### config.mk
export PLATFORM = sky130hd
export DESIGN_NAME = sdram_req_queue_flat
export DESIGN_NICKNAME = d
export VERILOG_FILES = /design/src/rtl/sdram_pkg.sv /design/src/rtl/sdram_req_queue_if.sv /design/src/rtl/sdram_sync_fifo.sv /design/src/rtl/sdram_req_queue.sv /design/src/flat_wrapper.sv
export SDC_FILE = /design/constraint.sdc
export NUM_CORES = 1
export LEC_CHECK = 0
export BUFFER_PORTS_ARGS = -buffer_cell sky130_fd_sc_hd__buf_2
export CORE_ASPECT_RATIO = 1.25
export CORE_UTILIZATION = 29
export DETAILED_ROUTE_END_ITERATION = 10
export PLACE_DENSITY = 0.58
export SYNTH_ARGS = -nofsm -noshare
export SYNTH_HDL_FRONTEND = slang
export SYNTH_HIERARCHICAL = 1
export SYNTH_SLANG_ARGS = --single-unit
### constraint.sdc
create_clock -name clk -period 7.3 [get_ports clk]
set_input_delay 0.365 -clock clk [delete_from_list [all_inputs] [get_ports clk]]
set_output_delay 0.365 -clock clk [all_outputs]
set_load 0.005 [all_outputs]
### src/rtl/sdram_pkg.sv
// Shared types for the SDRAM request queue: the stored request entry and the sequencer states.
// Entry fields are sized for the widest supported core; narrower cores use the low bits.
package sdram_pkg;

  localparam int unsigned MaxDataWidth = 64;
  localparam int unsigned MaxBeWidth   = MaxDataWidth / 8;
  localparam int unsigned MaxAddrWidth = 32;
  localparam int unsigned MaxTagWidth  = 8;

  typedef struct packed {
    logic                    rd;
    logic [MaxBeWidth-1:0]   wr;
    logic [MaxAddrWidth-1:0] addr;
    logic [MaxDataWidth-1:0] wdata;
    logic [MaxTagWidth-1:0]  tag;
  } req_entry_t;

  typedef enum logic [0:0] {
    StIdle,
    StWaitRd
  } req_state_e;

  // A read carrying byte enables is still a read: the enables are dropped.
  function automatic req_entry_t make_entry(input logic                    rd,
                                            input logic [MaxBeWidth-1:0]   wr,
                                            input logic [MaxAddrWidth-1:0] addr,
                                            input logic [MaxDataWidth-1:0] wdata,
                                            input logic [MaxTagWidth-1:0]  tag);
    req_entry_t e;
    e.rd    = rd;
    e.wr    = rd ? '0 : wr;
    e.addr  = addr;
    e.wdata = wdata;
    e.tag   = tag;
    return e;
  endfunction

  function automatic logic is_real_req(input logic rd, input logic [MaxBeWidth-1:0] wr);
    return rd | (|wr);
  endfunction

endpackage

### src/rtl/sdram_req_queue_if.sv
// Request/response bus between the request queue (man) and the SDRAM controller core (sub).
interface sdram_req_queue_if #(
  parameter int unsigned DATA_WIDTH = 32,
  parameter int unsigned ADDR_WIDTH = 32
);

  logic                    rd;
  logic [DATA_WIDTH/8-1:0] wr;
  logic [ADDR_WIDTH-1:0]   addr;
  logic [DATA_WIDTH-1:0]   write_data;
  logic                    rdy;
  logic                    valid;
  logic [DATA_WIDTH-1:0]   read_data;
  logic                    error;

  modport man (
    output rd,
    output wr,
    output addr,
    output write_data,
    input  rdy,
    input  valid,
    input  read_data,
    input  error
  );

  modport sub (
    input  rd,
    input  wr,
    input  addr,
    input  write_data,
    output rdy,
    output valid,
    output read_data,
    output error
  );

endinterface

### src/rtl/sdram_sync_fifo.sv
// Plain synchronous FIFO of arbitrary entry type; a pushed entry is readable the next cycle.
// DEPTH must be a power of two so the pointers wrap modulo DEPTH on their own.
module sdram_sync_fifo #(
  parameter type         entry_t = logic,
  parameter int unsigned DEPTH   = 4
) (
  input  logic   clk,
  input  logic   rst,
  input  logic   push,
  input  entry_t wdata,
  input  logic   pop,
  output entry_t rdata,
  output logic   full,
  output logic   empty
);

  localparam int unsigned PtrW = $clog2(DEPTH);
  localparam int unsigned CntW = PtrW + 1;

  entry_t            mem_q [DEPTH];
  logic [PtrW-1:0]   wr_ptr_q;
  logic [PtrW-1:0]   rd_ptr_q;
  logic [CntW-1:0]   count_q;
  logic              do_push;
  logic              do_pop;

  assign full    = (count_q == CntW'(DEPTH));
  assign empty   = (count_q == '0);
  // A full FIFO never accepts, even when the head leaves in the same cycle.
  assign do_push = push & ~full;
  assign do_pop  = pop & ~empty;
  assign rdata   = mem_q[rd_ptr_q];

  always_ff @(posedge clk) begin
    if (do_push) begin
      mem_q[wr_ptr_q] <= wdata;
    end
  end

  always_ff @(posedge clk) begin
    if (rst) begin
      wr_ptr_q <= '0;
      rd_ptr_q <= '0;
      count_q  <= '0;
    end else begin
      if (do_push) begin
        wr_ptr_q <= wr_ptr_q + PtrW'(1);
      end
      if (do_pop) begin
        rd_ptr_q <= rd_ptr_q + PtrW'(1);
      end
      case ({do_push, do_pop})
        2'b10:   count_q <= count_q + CntW'(1);
        2'b01:   count_q <= count_q - CntW'(1);
        default: count_q <= count_q;
      endcase
    end
  end

endmodule

### src/rtl/sdram_req_queue.sv
// Client request queue in front of an SDRAM controller core, one outstanding read at a time.
// Define SDRAM_REQQ_STATS_EN to add stat_rd/stat_wr counters of requests issued to the core.
module sdram_req_queue
  import sdram_pkg::*;
#(
  parameter int unsigned DEPTH      = 4,
  parameter int unsigned TAG_W      = 4,
  parameter int unsigned DATA_WIDTH = 32,
  parameter int unsigned ADDR_WIDTH = 32
) (
  input  logic                    clk,
  input  logic                    rst,
  input  logic                    req_valid,
  output logic                    req_ready,
  input  logic                    req_rd,
  input  logic [DATA_WIDTH/8-1:0] req_wr,
  input  logic [ADDR_WIDTH-1:0]   req_addr,
  input  logic [DATA_WIDTH-1:0]   req_wdata,
  input  logic [TAG_W-1:0]        req_tag,
  output logic                    rsp_valid,
  output logic [DATA_WIDTH-1:0]   rsp_data,
  output logic [TAG_W-1:0]        rsp_tag,
`ifdef SDRAM_REQQ_STATS_EN
  output logic [31:0]             stat_rd,
  output logic [31:0]             stat_wr,
`endif
  sdram_req_queue_if.man          sdram_ctrl_if
);

  req_entry_t              push_entry;
  req_entry_t              head;
  logic                    fifo_push;
  logic                    fifo_pop;
  logic                    fifo_full;
  logic                    fifo_empty;
  req_state_e              state_q, state_d;
  logic [TAG_W-1:0]        tag_q, tag_d;
  logic                    core_rd;
  logic [DATA_WIDTH/8-1:0] core_wr;
  logic [ADDR_WIDTH-1:0]   core_addr;
  logic [DATA_WIDTH-1:0]   core_wdata;
  logic                    unused_sig;

  // Held low during reset even though the FIFO count is only cleared at the edge.
  assign req_ready = ~rst & ~fifo_full;

  // Empty requests are acknowledged to the client but never stored.
  assign push_entry = make_entry(req_rd, MaxBeWidth'(req_wr), MaxAddrWidth'(req_addr),
                                 MaxDataWidth'(req_wdata), MaxTagWidth'(req_tag));
  assign fifo_push  = req_valid & req_ready & is_real_req(req_rd, MaxBeWidth'(req_wr));

  sdram_sync_fifo #(
    .entry_t (req_entry_t),
    .DEPTH   (DEPTH)
  ) u_fifo (
    .clk   (clk),
    .rst   (rst),
    .push  (fifo_push),
    .wdata (push_entry),
    .pop   (fifo_pop),
    .rdata (head),
    .full  (fifo_full),
    .empty (fifo_empty)
  );

  always_comb begin
    state_d    = state_q;
    tag_d      = tag_q;
    fifo_pop   = 1'b0;
    core_rd    = 1'b0;
    core_wr    = '0;
    core_addr  = '0;
    core_wdata = '0;
    rsp_valid  = 1'b0;
    rsp_data   = '0;
    rsp_tag    = '0;

    unique case (state_q)
      StIdle: begin
        if (!fifo_empty) begin
          core_rd    = head.rd;
          core_wr    = head.wr[DATA_WIDTH/8-1:0];
          core_addr  = head.addr[ADDR_WIDTH-1:0];
          core_wdata = head.wdata[DATA_WIDTH-1:0];
          if (sdram_ctrl_if.rdy) begin
            fifo_pop = 1'b1;
            if (head.rd) begin
              state_d = StWaitRd;
              tag_d   = head.tag[TAG_W-1:0];
            end
          end
        end
      end
      StWaitRd: begin
        if (sdram_ctrl_if.valid) begin
          rsp_valid = 1'b1;
          rsp_data  = sdram_ctrl_if.read_data;
          rsp_tag   = tag_q;
          state_d   = StIdle;
        end
      end
      default: state_d = StIdle;
    endcase

    // Reset drops an in-flight read: nothing reaches the client or the core.
    if (rst) begin
      fifo_pop  = 1'b0;
      core_rd   = 1'b0;
      core_wr   = '0;
      rsp_valid = 1'b0;
      rsp_data  = '0;
      rsp_tag   = '0;
    end
  end

  always_ff @(posedge clk) begin
    if (rst) begin
      state_q <= StIdle;
      tag_q   <= '0;
    end else begin
      state_q <= state_d;
      tag_q   <= tag_d;
    end
  end

  assign sdram_ctrl_if.rd         = core_rd;
  assign sdram_ctrl_if.wr         = core_wr;
  assign sdram_ctrl_if.addr       = core_addr;
  assign sdram_ctrl_if.write_data = core_wdata;

`ifdef SDRAM_REQQ_STATS_EN
  logic [31:0] stat_rd_q;
  logic [31:0] stat_wr_q;

  always_ff @(posedge clk) begin
    if (rst) begin
      stat_rd_q <= '0;
      stat_wr_q <= '0;
    end else if (fifo_pop) begin
      if (head.rd) begin
        stat_rd_q <= stat_rd_q + 32'd1;
      end else begin
        stat_wr_q <= stat_wr_q + 32'd1;
      end
    end
  end

  assign stat_rd = stat_rd_q;
  assign stat_wr = stat_wr_q;
`endif

  // Core error is not acted on; the upper entry bits exist only for wider cores.
  assign unused_sig = ^{head, sdram_ctrl_if.error};

endmodule
### src/flat_wrapper.sv
// flat-port wrapper written by rule: the top's interface ports become plain ports
module sdram_req_queue_flat import sdram_pkg::*;
#(
  parameter int unsigned DEPTH      = 4,
  parameter int unsigned TAG_W      = 4,
  parameter int unsigned DATA_WIDTH = 32,
  parameter int unsigned ADDR_WIDTH = 32
)
  (clk, rst, req_valid, req_ready, req_rd, req_wr, req_addr, req_wdata, req_tag, rsp_valid, rsp_data, rsp_tag, sdram_ctrl_if_rd, sdram_ctrl_if_wr, sdram_ctrl_if_addr, sdram_ctrl_if_write_data, sdram_ctrl_if_rdy, sdram_ctrl_if_valid, sdram_ctrl_if_read_data, sdram_ctrl_if_error);
  sdram_req_queue_if #(.DATA_WIDTH(DATA_WIDTH), .ADDR_WIDTH(ADDR_WIDTH)) sdram_ctrl_if_i ();
  input  logic clk;
  input  logic rst;
  input  logic req_valid;
  output logic req_ready;
  input  logic req_rd;
  input  logic [DATA_WIDTH/8-1:0] req_wr;
  input  logic [ADDR_WIDTH-1:0] req_addr;
  input  logic [DATA_WIDTH-1:0] req_wdata;
  input  logic [TAG_W-1:0] req_tag;
  output logic rsp_valid;
  output logic [DATA_WIDTH-1:0] rsp_data;
  output logic [TAG_W-1:0] rsp_tag;
  output wire logic [$bits(sdram_ctrl_if_i.rd)-1:0] sdram_ctrl_if_rd;
  output wire logic [$bits(sdram_ctrl_if_i.wr)-1:0] sdram_ctrl_if_wr;
  output wire logic [$bits(sdram_ctrl_if_i.addr)-1:0] sdram_ctrl_if_addr;
  output wire logic [$bits(sdram_ctrl_if_i.write_data)-1:0] sdram_ctrl_if_write_data;
  input wire logic [$bits(sdram_ctrl_if_i.rdy)-1:0] sdram_ctrl_if_rdy;
  input wire logic [$bits(sdram_ctrl_if_i.valid)-1:0] sdram_ctrl_if_valid;
  input wire logic [$bits(sdram_ctrl_if_i.read_data)-1:0] sdram_ctrl_if_read_data;
  input wire logic [$bits(sdram_ctrl_if_i.error)-1:0] sdram_ctrl_if_error;
  assign sdram_ctrl_if_rd = sdram_ctrl_if_i.rd;
  assign sdram_ctrl_if_wr = sdram_ctrl_if_i.wr;
  assign sdram_ctrl_if_addr = sdram_ctrl_if_i.addr;
  assign sdram_ctrl_if_write_data = sdram_ctrl_if_i.write_data;
  assign sdram_ctrl_if_i.rdy = sdram_ctrl_if_rdy;
  assign sdram_ctrl_if_i.valid = sdram_ctrl_if_valid;
  assign sdram_ctrl_if_i.read_data = sdram_ctrl_if_read_data;
  assign sdram_ctrl_if_i.error = sdram_ctrl_if_error;
  sdram_req_queue #(.DEPTH(DEPTH), .TAG_W(TAG_W), .DATA_WIDTH(DATA_WIDTH), .ADDR_WIDTH(ADDR_WIDTH)) u_core (.clk(clk), .rst(rst), .req_valid(req_valid), .req_ready(req_ready), .req_rd(req_rd), .req_wr(req_wr), .req_addr(req_addr), .req_wdata(req_wdata), .req_tag(req_tag), .rsp_valid(rsp_valid), .rsp_data(rsp_data), .rsp_tag(rsp_tag), .sdram_ctrl_if(sdram_ctrl_if_i));
endmodule
# --- Word level (Yosys, flattened, before mapping) ---
# Memories as Yosys holds them, arrays and structs flattened. A register that Yosys moved wholly into a read port is not among the register bits.
# Index checks and enable logic that the tools add are counted.
# Widths: inputs -> output; s select.
word_totals:
  elab_cells: 61
  mem_bits_ro: 0
  mem_bits_rw: 292
  out_inout_bits: 107
  mem_count: 1
  latch_bits: 0
  reg_bits: 12
memory_table:
  columns: ["name", "words", "word_bits", "read_ports", "rd_ports_with_merged_regs", "wr", "line_no", "rtl"]
  rows:
  - ["u_core.u_fifo.mem_q", 4, 73, 1, 1, 1, "sdram_sync_fifo.sv:20", "entry_t mem_q [DEPTH];"]
op_classes:
  shift: 0
  bitwise: 10
  mul: 0
  mux: 34
  add_sub_neg: 4
  magnitude_cmp: 0
  n_reduce_logical: 4
  n_eq_ne: 3
  div_mod_pow: 0
ops:
  columns: ["op", "count"]
  rows:
  - ["$mux 32", 7]
  - ["$mux 4", 7]
  - ["$mux 1", 16]
  - ["$pmux 3 s2", 1]
  - ["$and 1x1->1", 5]
  - ["$add 2x1->2 const B", 2]
  - ["$mux 2", 2]
  - ["$not 1->1", 4]
  - ["$reduce_and 4->1", 1]
  - ["$reduce_or 4->1", 1]
  - ["$add 3x1->3 const B", 1]
  - ["$eq 3x3->1 const B", 1]
  - ["$logic_not 3->1", 1]
  - ["$sub 3x1->3 const B", 1]
  - ["$eq 2x1->1 const B", 1]
  - ["$eq 2x2->1 const B", 1]
  - ["$pmux 1 s2", 1]
  - ["$reduce_bool 2->1", 1]
  - ["$or 1x1->1", 1]

# --- Depth between registers and ports, before layout ---
# Gate-level depths: netlist of run 1.
logic_depth:
  ltp_word: 8
  ltp_mapped: 12
  depth_no_buf: 12

# --- By module ---
# Netlist of run 1, hierarchy kept.
modules_own_cells:
  columns: ["module", "cells_each", "area_per_inst_um2", "n_inst"]
  rows:
  - ["sdram_sync_fifo", 645, 16798.6, 1]
  - ["sdram_req_queue", 149, 1011.0, 1]

# --- Worst setup path after synthesis of run 1 ---
# No wires, ideal clock.
synth_timing:
  path_kind: "input-to-reg"
  startpoint: "in rst"
  endpoint: "mem u_core/u_fifo/mem_q[0][0] (netlist name) (enable)"
  n_path_buf: 1
  path_slack_ns: 3.051
  arrival_ns: 3.764
  cell_stages: 6
  setup_time_ns: 0.485
  path_cell_list: "clkbuf_1 nor2_1 o211a_1 inv_1 nor2_1 and2_1"
synth_via:
  elab_chain_cells: 7
synth_lines:
  columns: ["item", "line_no", "rtl"]
  rows:
  - ["start, declared", "flat_wrapper.sv:12", "input logic rst;"]
  - ["$not 1->1", "sdram_req_queue.sv:45", "assign req_ready = ~rst & ~fifo_full;"]
  - ["$and 1x1->1", "sdram_req_queue.sv:45", null]
  - ["net req_ready", "flat_wrapper.sv:14", "output logic req_ready;"]
  - ["$and 1x1->1 (2 in series)", "sdram_req_queue.sv:50", "assign fifo_push = req_valid & req_ready & is_real_req(req_rd, MaxBeWidth'(req_wr));"]
  - ["net u_core.fifo_push", "sdram_req_queue.sv:32", "logic fifo_push;"]
  - ["$and 1x1->1", "sdram_sync_fifo.sv:30", "assign do_push = push & ~full;"]
  - ["$mux 1", "sdram_sync_fifo.sv:35", "if (do_push) begin"]
  - ["$mux 1 (implied by the code)", "sdram_sync_fifo.sv:36", "mem_q[wr_ptr_q] <= wdata;"]
  - ["end, declared", "sdram_sync_fifo.sv:20", null]
# The timed path passes the listed nets, and every way through them passes these cells.

==> results by group, run 1 <==
Outcome
  • Outcome: finished, final reports clean

STA
  • Fin. Hold Viols: 0
  • Setup violators final: 0
  • Final worst-path cycle share: 47.9%
  • Hold slack: 0.0980 ns
  • Setup TNS: 0 ns
  • Fmax: 286 MHz
  • Final worst slack: 3.80 ns
  • Clk_skew: 0.0163 ns
  • Max-slew headroom: 31.9%
  • RSZ-0062 raised after global routing: no
  • Worst-Margin Slew: 1.02 ns
  • Fin. max-slew vios: 0
  • Final Critical Period: 3.50 ns

Global route
  • Largest net degree at the start of global routing: 46
  • Initial antenna violation count: 0
  • First-pass GRT wire length: 39.0 mm
  • Vias in the first global route: 6,737
  • GRT Total Usage: 12.2%
  • Total grt overflow: 0

Worst hold path
  • Hold WC Path Type: input pin to register
  • Hold Crit Depth: 1

Yosys
  • Post-Synthesis Cells: 589
  • Ys Warns: 6
  • Synthesized area: 12,100 sq um
  • Syn Area/Cell: 20.5 sq um
  • Mapped Nets: 706

Clock network
  • CTS Buffer Depth: 3
  • Clk root buf: clkbuf_16
  • Total CTS buffers: 31
  • CTS tree: done
  • Clock sinks: 306
  • Clock Latency Late Sink: 0.58 ns
  • H-tree levels: 1
  • Reg clk slew, reported paths: 0.06 ns
  • Post-CTS Resized: 0

Detailed routing
  • First-pass DRT Iterations: 5
  • Post-DRT Antenna Nets: 0
  • DR WL/cell: 17.7 um
  • DRC Markers: 0
  • Initial DRC Count: 310
  • Via density: 4.37
  • DR vias: 6,361
  • WL final: 25.7 mm

Worst setup path
  • CP Class: register to primary output
  • Worst setup SP type: register
  • Critical-path maximum fanout: 45
  • Reg2Reg Depth: 7
  • Critical path capture point type: primary output
  • Req. time, crit path: 6.93 ns
  • CP Data Arrival Time: 3.13 ns

Place
  • RD Place Congestion: 0.671
  • Detailed placement HPWL: 15.0 mm
  • Placed cell area: 13,700 sq um
  • Post-placement setup slack: 4.04 ns
  • Number of port buffers: 216

Power and ir drop
  • Overall power: 3.72 mW
  • Pwr dens: 243 nW/um^2
  • Leakage: 5.46 nW
  • Worst vdd rail ir drop: 0.000227 V

Cells and area
  • Fin area: 15,300 sq um
  • Layout area overhead: 27.2%
  • Share of cells above drive strength 1: 39.7%
  • Most frequent cells in the layout: edfxtp_1, buf_2, and2_1
  • ANT cells: 0
  • Final net count: 995
  • Commonest non-fill, non-tap cell in the layout: edfxtp_1

Floorplan
  • Rows: 83
  • Core area: 41,000 sq um
  • Starting density of the core: 29.4%
  • Die width: 184 um
  • Die span in y: 230 um
  • Die area: 42,400 sq um
  • Num ports: 218

Flow run
  • Max Cap Viol: 0
[sequential cells by signal (all words and copies together), names as in the netlist, named ones only]
register / cells
u_core/u_fifo/count_q: 3
u_core/tag_q: 4
u_core/u_fifo/mem_q: 292
u_core/state_q: 1
u_core/u_fifo/rd_ptr_q: 2
u_core/u_fifo/wr_ptr_q: 2
[metal layers]
layer / GRT usage [%] / part of all wire (%)
met3: 2.80 / 6.0
met1: 14.1 / 41
met5: 0 / 0
met2: 22.3 / 51
met4: 3.67 / 1.9
[final timing paths]
check,endpoint,start,slack (ns)
worst max-delay path,sdram_ctrl_if_addr[31],register,3.80
worst min register to register,u_core/tag_q[2]$_SDFFE_PP0P_,u_core/tag_q[2]$_SDFFE_PP0P_,0.48
worst min-delay path,u_core/u_fifo/mem_q[2][112]$_DFFE_PP_,req_rd,0.1
worst max register to register,u_core/u_fifo/mem_q[1][91]$_DFFE_PP_,u_core/u_fifo/count_q[2]$_SDFFE_PP0P_,4.27
[what timing repair did]
| item | in CTS | in global routing |
|---|---|---|
| endpoints found under the hold margin | 272 | 0 |
| hold buffers | 68 | 0 |
| setup buffers | 0 | 0 |
[metrics by stage]
step / util, % / instances
global placement: 33.4 / 1329
CTS: 37.4 / 1454
floorplan: - / 589
global route: 37.4 / 1454
detailed placement: 33.4 / 1329
finish: 37.4 / 1454
[where the power goes]
group	total [mW]	switching, mW	internal (mW)
sequential	1.97	0.0114	1.96
clock	1.52	0.665	0.855
combinational	0.231	0.114	0.116
total	3.72	0.790	2.93
[cell type report]
type	instances	area [sq um]
clock inverter	21	176
sequential	306	9060
fill	3826	25700
timing repair buffer	291	1810
tap	552	691
clock buffer	36	795
inverter	8	30.0
multi-input combinational	240	2780
[worst max-delay path, stage by stage (launching register included)]
cell and delay, ns:
dfxtp_4 0.96, buf_4 0.66, mux4_2 0.58, and2_1 0.18, buf_2 0.14
(Power assumes the default switching activity.)
==> run 2: changes to the inputs <==
Clock period 7.3 ns to 3.65 ns, I/O delays scaled along.
==> run 2 against run 1 <==
Power grew 110%; routed wire length is 0.35% lower; global-route usage shrank 0.19 points; via count is 0.30% higher; non-clock buffer count is 13 higher.
==> results by group, run 2 (synthesis results as in run 1) <==
Global route
  • First-pass GRT wire length: 38.6 mm
  • GRT Total Usage: 12.1%
  • Vias in the first global route: 6,856
  • Met3 usage: 2.53%
  • GRT busiest layer: met2
  • Largest net degree at the start of global routing: 45
  • GR Util met1: 14.0%
  • Total grt overflow: 0
  • GR Layer Usage met2: 21.9%
  • Initial antenna violation count: 0

Clock network
  • Total CTS buffers: 30
  • Clk root buf: clkbuf_16
  • Post-CTS setup buffer count: 0
  • Clock Latency Late Sink: 0.56 ns
  • H-tree levels: 1
  • Reg clk slew, reported paths: 0.07 ns
  • CTS Buffer Depth: 3
  • Clock sinks: 306
  • CTS tree: done

Detailed routing
  • Post-DRT Antenna Nets: 0
  • DRC Markers: 0
  • Via density: 4.35
  • Initial DRC Count: 268
  • WL final: 25.6 mm
  • DR WL/cell: 17.5 um
  • DR vias: 6,380
  • First-pass DRT Iterations: 4

STA
  • Final Critical Period: 2.81 ns
  • Final worst slack: 0.839 ns
  • Max-slew headroom: 42.8%
  • Setup TNS: 0 ns
  • Worst-Margin Slew: 0.846 ns
  • Hold slack: 0.135 ns
  • Fin. Hold Viols: 0
  • Clk_skew: 0.0177 ns
  • RSZ-0062 raised after global routing: no
  • Setup violators final: 0
  • Fin. max-slew vios: 0
  • Fmax: 356 MHz
  • Final worst-path cycle share: 77.0%

Place
  • Placed cell area: 13,800 sq um
  • RD Place Congestion: 0.686
  • Detailed placement HPWL: 15.2 mm
  • Post-placement setup slack: 0.888 ns
  • Number of port buffers: 216

Cells and area
  • Number of flip-flops in the largest register: 292
  • Biggest register: u_core/u_fifo/mem_q
  • Fin area: 15,600 sq um
  • Final net count: 1,007
  • Reg area: 9060 sq um
  • Filler instances: 3,803
  • Area of the multi-input gates: 2780 sq um
  • Most frequent cells in the layout: edfxtp_1, buf_2, and2_1
  • Layout area overhead: 29.3%
  • Share of cells above drive strength 1: 39.3%
  • ANT cells: 0
  • Commonest non-fill, non-tap cell in the layout: edfxtp_1
  • Largest regs: u_core/u_fifo/mem_q: 292 flops, u_core/tag_q: 4 flops, u_core/u_fifo/count_q: 3 flops

Floorplan
  • Rows: 83
  • Core area: 41,000 sq um
  • Starting density of the core: 29.4%
  • Die span in y: 230 um
  • Num ports: 218
  • Die area: 42,400 sq um
  • Die width: 184 um

Worst setup path
  • Critical path capture point type: primary output
  • CP Data Arrival Time: 2.63 ns
  • Req. time, crit path: 3.47 ns
  • Worst reg2reg startpoint: u_core/u_fifo/count_q[0]$_SDFFE_PP0P_
  • Critical-path maximum fanout: 36
  • Worst setup SP type: register
  • CP Class: register to primary output
  • Crit. Startpoint: u_core/u_fifo/count_q[0]$_SDFFE_PP0P_
  • Reg2Reg Depth: 11

Power and ir drop
  • Pwr dens: 491 nW/um^2
  • Worst vdd rail ir drop: 0.000401 V
  • Overall power: 7.66 mW
  • Leakage: 5.56 nW

Worst hold path
  • Hold WC Path Type: input pin to register
  • Hold Crit Depth: 5
  • Hold path startpoint: sdram_ctrl_if_rdy

Outcome
  • Outcome: finished, final reports clean

Flow run
  • Max Cap Viol: 0
==> run 2: routing by layer <==
| layer | wire, um | up-vias |
|---|---|---|
| li1 | - | 2915 |
| met2 | 13100 | 195 |
| met5 | 0 | - |
| met1 | 10500 | 3229 |
| met3 | 1440 | 41 |
| met4 | 555 | 0 |
==> run 2: where the power goes <==
group | switching [mW] | internal (mW) | total (mW) | leakage, nW
clock | 1.28 | 1.97 | 3.25 | 0.509
combinational | 0.230 | 0.243 | 0.473 | 2.28
sequential | 0.0198 | 3.92 | 3.94 | 2.77
==> run 2: stage by stage <==
stage          cells  utilization [%]
6_report        1466             38.0
5_1_grt         1466             38.0
4_1_cts         1466             38.0
3_5_place_dp    1335             33.6
3_3_place_gp    1335             33.6
2_1_floorplan    589                -
==> run 2: repair_timing <==
item	4_1_cts	5_1_grt
resized for setup	0	0
hold buffers	75	0
endpoints found under the hold margin	298	0
==> run 2: worst paths after layout <==
check	slack [ns]	end
worst max-delay path	0.84	sdram_ctrl_if_addr[20]
worst min-delay path	0.13	register
worst max register to register	0.91	u_core/u_fifo/count_q[2]$_SDFFE_PP0P_
worst min register to register	0.47	u_core/tag_q[2]$_SDFFE_PP0P_
==> run 2: worst max-delay path: stages (launching register included) <==
cell and delay (ns):
dfxtp_1 0.41, nor3_1 0.15, nor2_4 0.58, buf_4 0.51
and2_1 0.25, buf_2 0.14
==> run 2: cell type report <==
class / count / area share (%)
timing repair buffer: 304 / 12.8
inverter: 8 / 0.193
tap: 552 / 4.43
clock buffer: 36 / 5.10
clock inverter: 20 / 1.61
multi-input combinational: 240 / 17.8
sequential: 306 / 58.1
==> run 3: changes to the inputs <==
Clock period 3.65 ns to 2.8 ns, I/O delays scaled along.
==> run 3 against run 2 <==
Via count increased by 0.19%; sequential power increased by 30%; non-clock buffer count increased by 14; global-route usage increased by 0.31 points; sequential share of layout area decreased by 0.42 points; power increased by 27%; flip-flop and latch count unchanged; register-to-register slack got worse by 0.54 ns; worst hold slack got worse by 0.059 ns; largest cell class unchanged; core utilization increased by 0.28 points; final area increased by 0.73%.
==> results by group, run 3 (synthesis results as in run 1) <==
Worst setup path
  • Worst Path Buf+Inv: 5
  • Reg2Reg Depth: 12
  • Critical path capture point type: register
  • FF-to-FF setup slack: 0.37 ns
  • Worst setup SP type: input pin
  • Crit. Startpoint: req_rd
  • Req. time, crit path: 3.27 ns
  • Slowest CP cell: or4_1
  • Critical Path Max Stage Delay: 0.56 ns
  • Worst reg2reg startpoint: u_core/u_fifo/count_q[2]$_SDFFE_PP0P_
  • Crit path cell chain: dlygate4sd3_1 -> buf_2 -> or4_1 -> o211a_1 -> inv_1 -> nor2_1 -> inv_1 -> ha_1 -> inv_1 -> fa_1 -> xor2_1 -> or3_1 -> a21oi_1
  • Critical Path Stages: 13
  • Worst Setup EP: u_core/u_fifo/count_q[2]$_SDFFE_PP0P_
  • CP Data Arrival Time: 3.14 ns
  • Terminus of the critical flop-to-flop path: u_core/u_fifo/count_q[2]$_SDFFE_PP0P_
  • CP Class: input pin to register
  • Critical-path maximum fanout: 9
  • Most used cell, CP: inv_1
  • Delay-heaviest family, CP: simple AND/OR/NAND/NOR gates

Power and ir drop
  • Leakage: 5.61 nW
  • Int Power: 7.75 mW
  • Pwr dens: 618 nW/um^2
  • Clock group share of total power: 40.5%
  • Combinational power share: 6.6%
  • Overall power: 9.71 mW
  • Switching Fraction: 20.2%
  • Sw Pwr: 1.96 mW
  • Flop pwr share: 52.9%
  • Worst vdd rail ir drop: 0.000493 V

Cells and area
  • Filler instances: 3,787
  • Layout area overhead: 30.2%
  • Largest regs: u_core/u_fifo/mem_q: 292 flops, u_core/tag_q: 4 flops, u_core/u_fifo/count_q: 3 flops
  • Fin area: 15,700 sq um
  • Final net count: 1,020
  • Share of cells above drive strength 1: 40.1%
  • Number of flip-flops in the largest register: 292
  • Biggest register: u_core/u_fifo/mem_q
  • ANT cells: 0
  • Commonest non-fill, non-tap cell in the layout: edfxtp_1
  • Most frequent cells in the layout: edfxtp_1, buf_2, and2_1

Global route
  • Initial antenna violation count: 3
  • GRT Total Usage: 12.4%
  • First-pass GRT wire length: 39.4 mm
  • Largest net degree at the start of global routing: 38
  • Total grt overflow: 0
  • Vias in the first global route: 6,842

Floorplan
  • Num ports: 218
  • Core area: 41,000 sq um
  • Die area: 42,400 sq um
  • Die width: 184 um
  • Starting density of the core: 29.4%
  • Die span in y: 230 um
  • Rows: 83

Clock network
  • CTS tree: done
  • Reg clk slew, reported paths: 0.06 ns
  • H-tree levels: 1
  • Clk root buf: clkbuf_16
  • Post-CTS setup buffer count: 0
  • Total CTS buffers: 29
  • CTS Buffer Depth: 3
  • Clock sinks: 306
  • Clock Latency Late Sink: 0.55 ns

Detailed routing
  • DR vias: 6,392
  • Initial DRC Count: 257
  • Via density: 4.33
  • First-pass DRT Iterations: 4
  • DRC Markers: 0
  • Post-DRT Antenna Nets: 0
  • DR WL/cell: 17.5 um
  • WL final: 25.9 mm

STA
  • Max-slew headroom: 44.5%
  • Final Critical Period: 2.66 ns
  • RSZ-0062 raised after global routing: no
  • Setup TNS: 0 ns
  • Setup violators final: 0
  • Clk_skew: 0.0111 ns
  • Final worst-path cycle share: 95.1%
  • Fmax: 376 MHz
  • Worst-Margin Slew: 0.832 ns
  • Fin. max-slew vios: 0
  • Fin. Hold Viols: 0

Worst hold path
  • Hold WC Path Type: input pin to register
  • Hold Crit Depth: 5
  • Hold path startpoint: req_valid

Flow run
  • Max Cap Viol: 0

Place
  • Placed cell area: 14,000 sq um
  • Detailed placement HPWL: 16.5 mm
  • RD Place Congestion: 0.689
  • Number of port buffers: 216

Outcome
  • Outcome: finished, final reports clean
-- run 3: changes by cell type in the layout (fill, tap and decap cells not counted), moves of 2 or more --
cell	before	now
bufinv_16	6	3
clkbuf_1	5	11
clkbuf_16	31	29
buf_12	5	13
clkbuf_8	0	4
buf_4	8	14
clkinv_1	7	0
clkinv_2	5	3
-- run 3: final cells by class --
| class | count | area [sq um] | area share, % |
|---|---|---|---|
| well taps | 552 | 691 | 4.40 |
| flip-flops and latches | 306 | 9060 | 57.7 |
| clock buffers | 44 | 822 | 5.23 |
| multi-input cells | 240 | 2780 | 17.7 |
| repair buffers | 318 | 2200 | 14.0 |
| clock inverters | 9 | 133 | 0.844 |
| inverters | 8 | 30.0 | 0.191 |
-- run 3: power by group through the flow --
stage,combinational [mW],clock [mW],sequential [mW]
6_report,0.642,3.94,5.13
5_1_grt,0.713,4.21,5.14
4_1_cts,0.665,4.06,5.13
3_5_place_dp,0.576,0,5.23
3_3_place_gp,0.567,0,5.23
2_1_floorplan,0.253,0,5.23
-- run 3: what timing repair did --
action	4_1_cts	5_1_grt
resized for setup	0	1
hold buffers	75	0
setup endpoints to repair	0	1
hold endpoints to repair	299	0
-- run 3: metrics by stage --
stage                     std cells  hold slack [ns]  worst slack (ns)  utilization [%]
final                          1477           0.0755             0.138             38.3
after global routing           1477            0.104            0.0150             38.3
after CTS                      1477           0.0479             0.188             38.3
after detailed placement       1349            0.357             0.128             34.1
after global placement         1349            0.352             0.165             34.1
after floorplan                 589            0.239             0.339                -
-- run 3: how the worst min path moves through the flow --
| stage | end |
|---|---|
| after global placement | u_core/u_fifo/mem_q[2][39]$_DFFE_PP_ |
| after CTS | u_core/u_fifo/wr_ptr_q[0]$_SDFFE_PP0P_ |
| final | u_core/u_fifo/wr_ptr_q[0]$_SDFFE_PP0P_ |
| after floorplan | u_core/u_fifo/mem_q[0][0]$_DFFE_PP_ |
| after detailed placement | u_core/u_fifo/mem_q[1][75]$_DFFE_PP_ |
| after global routing | u_core/u_fifo/wr_ptr_q[0]$_SDFFE_PP0P_ |
-- run 3: worst min-delay path, stage by stage --
cell and delay (ns):
buf_2 0.11, o211a_1 0.10, inv_1 0.07, or3_1 0.10, a21oi_1 0.05
-- run 3: layer usage --
layer	share of wire (%)	up-vias	GRT usage, %
met4	2.1	2	3.59
met1	41	3223	14.9
met5	0.050	-	0
li1	-	2939	-
met3	5.8	41	2.44
met2	51	187	22.1
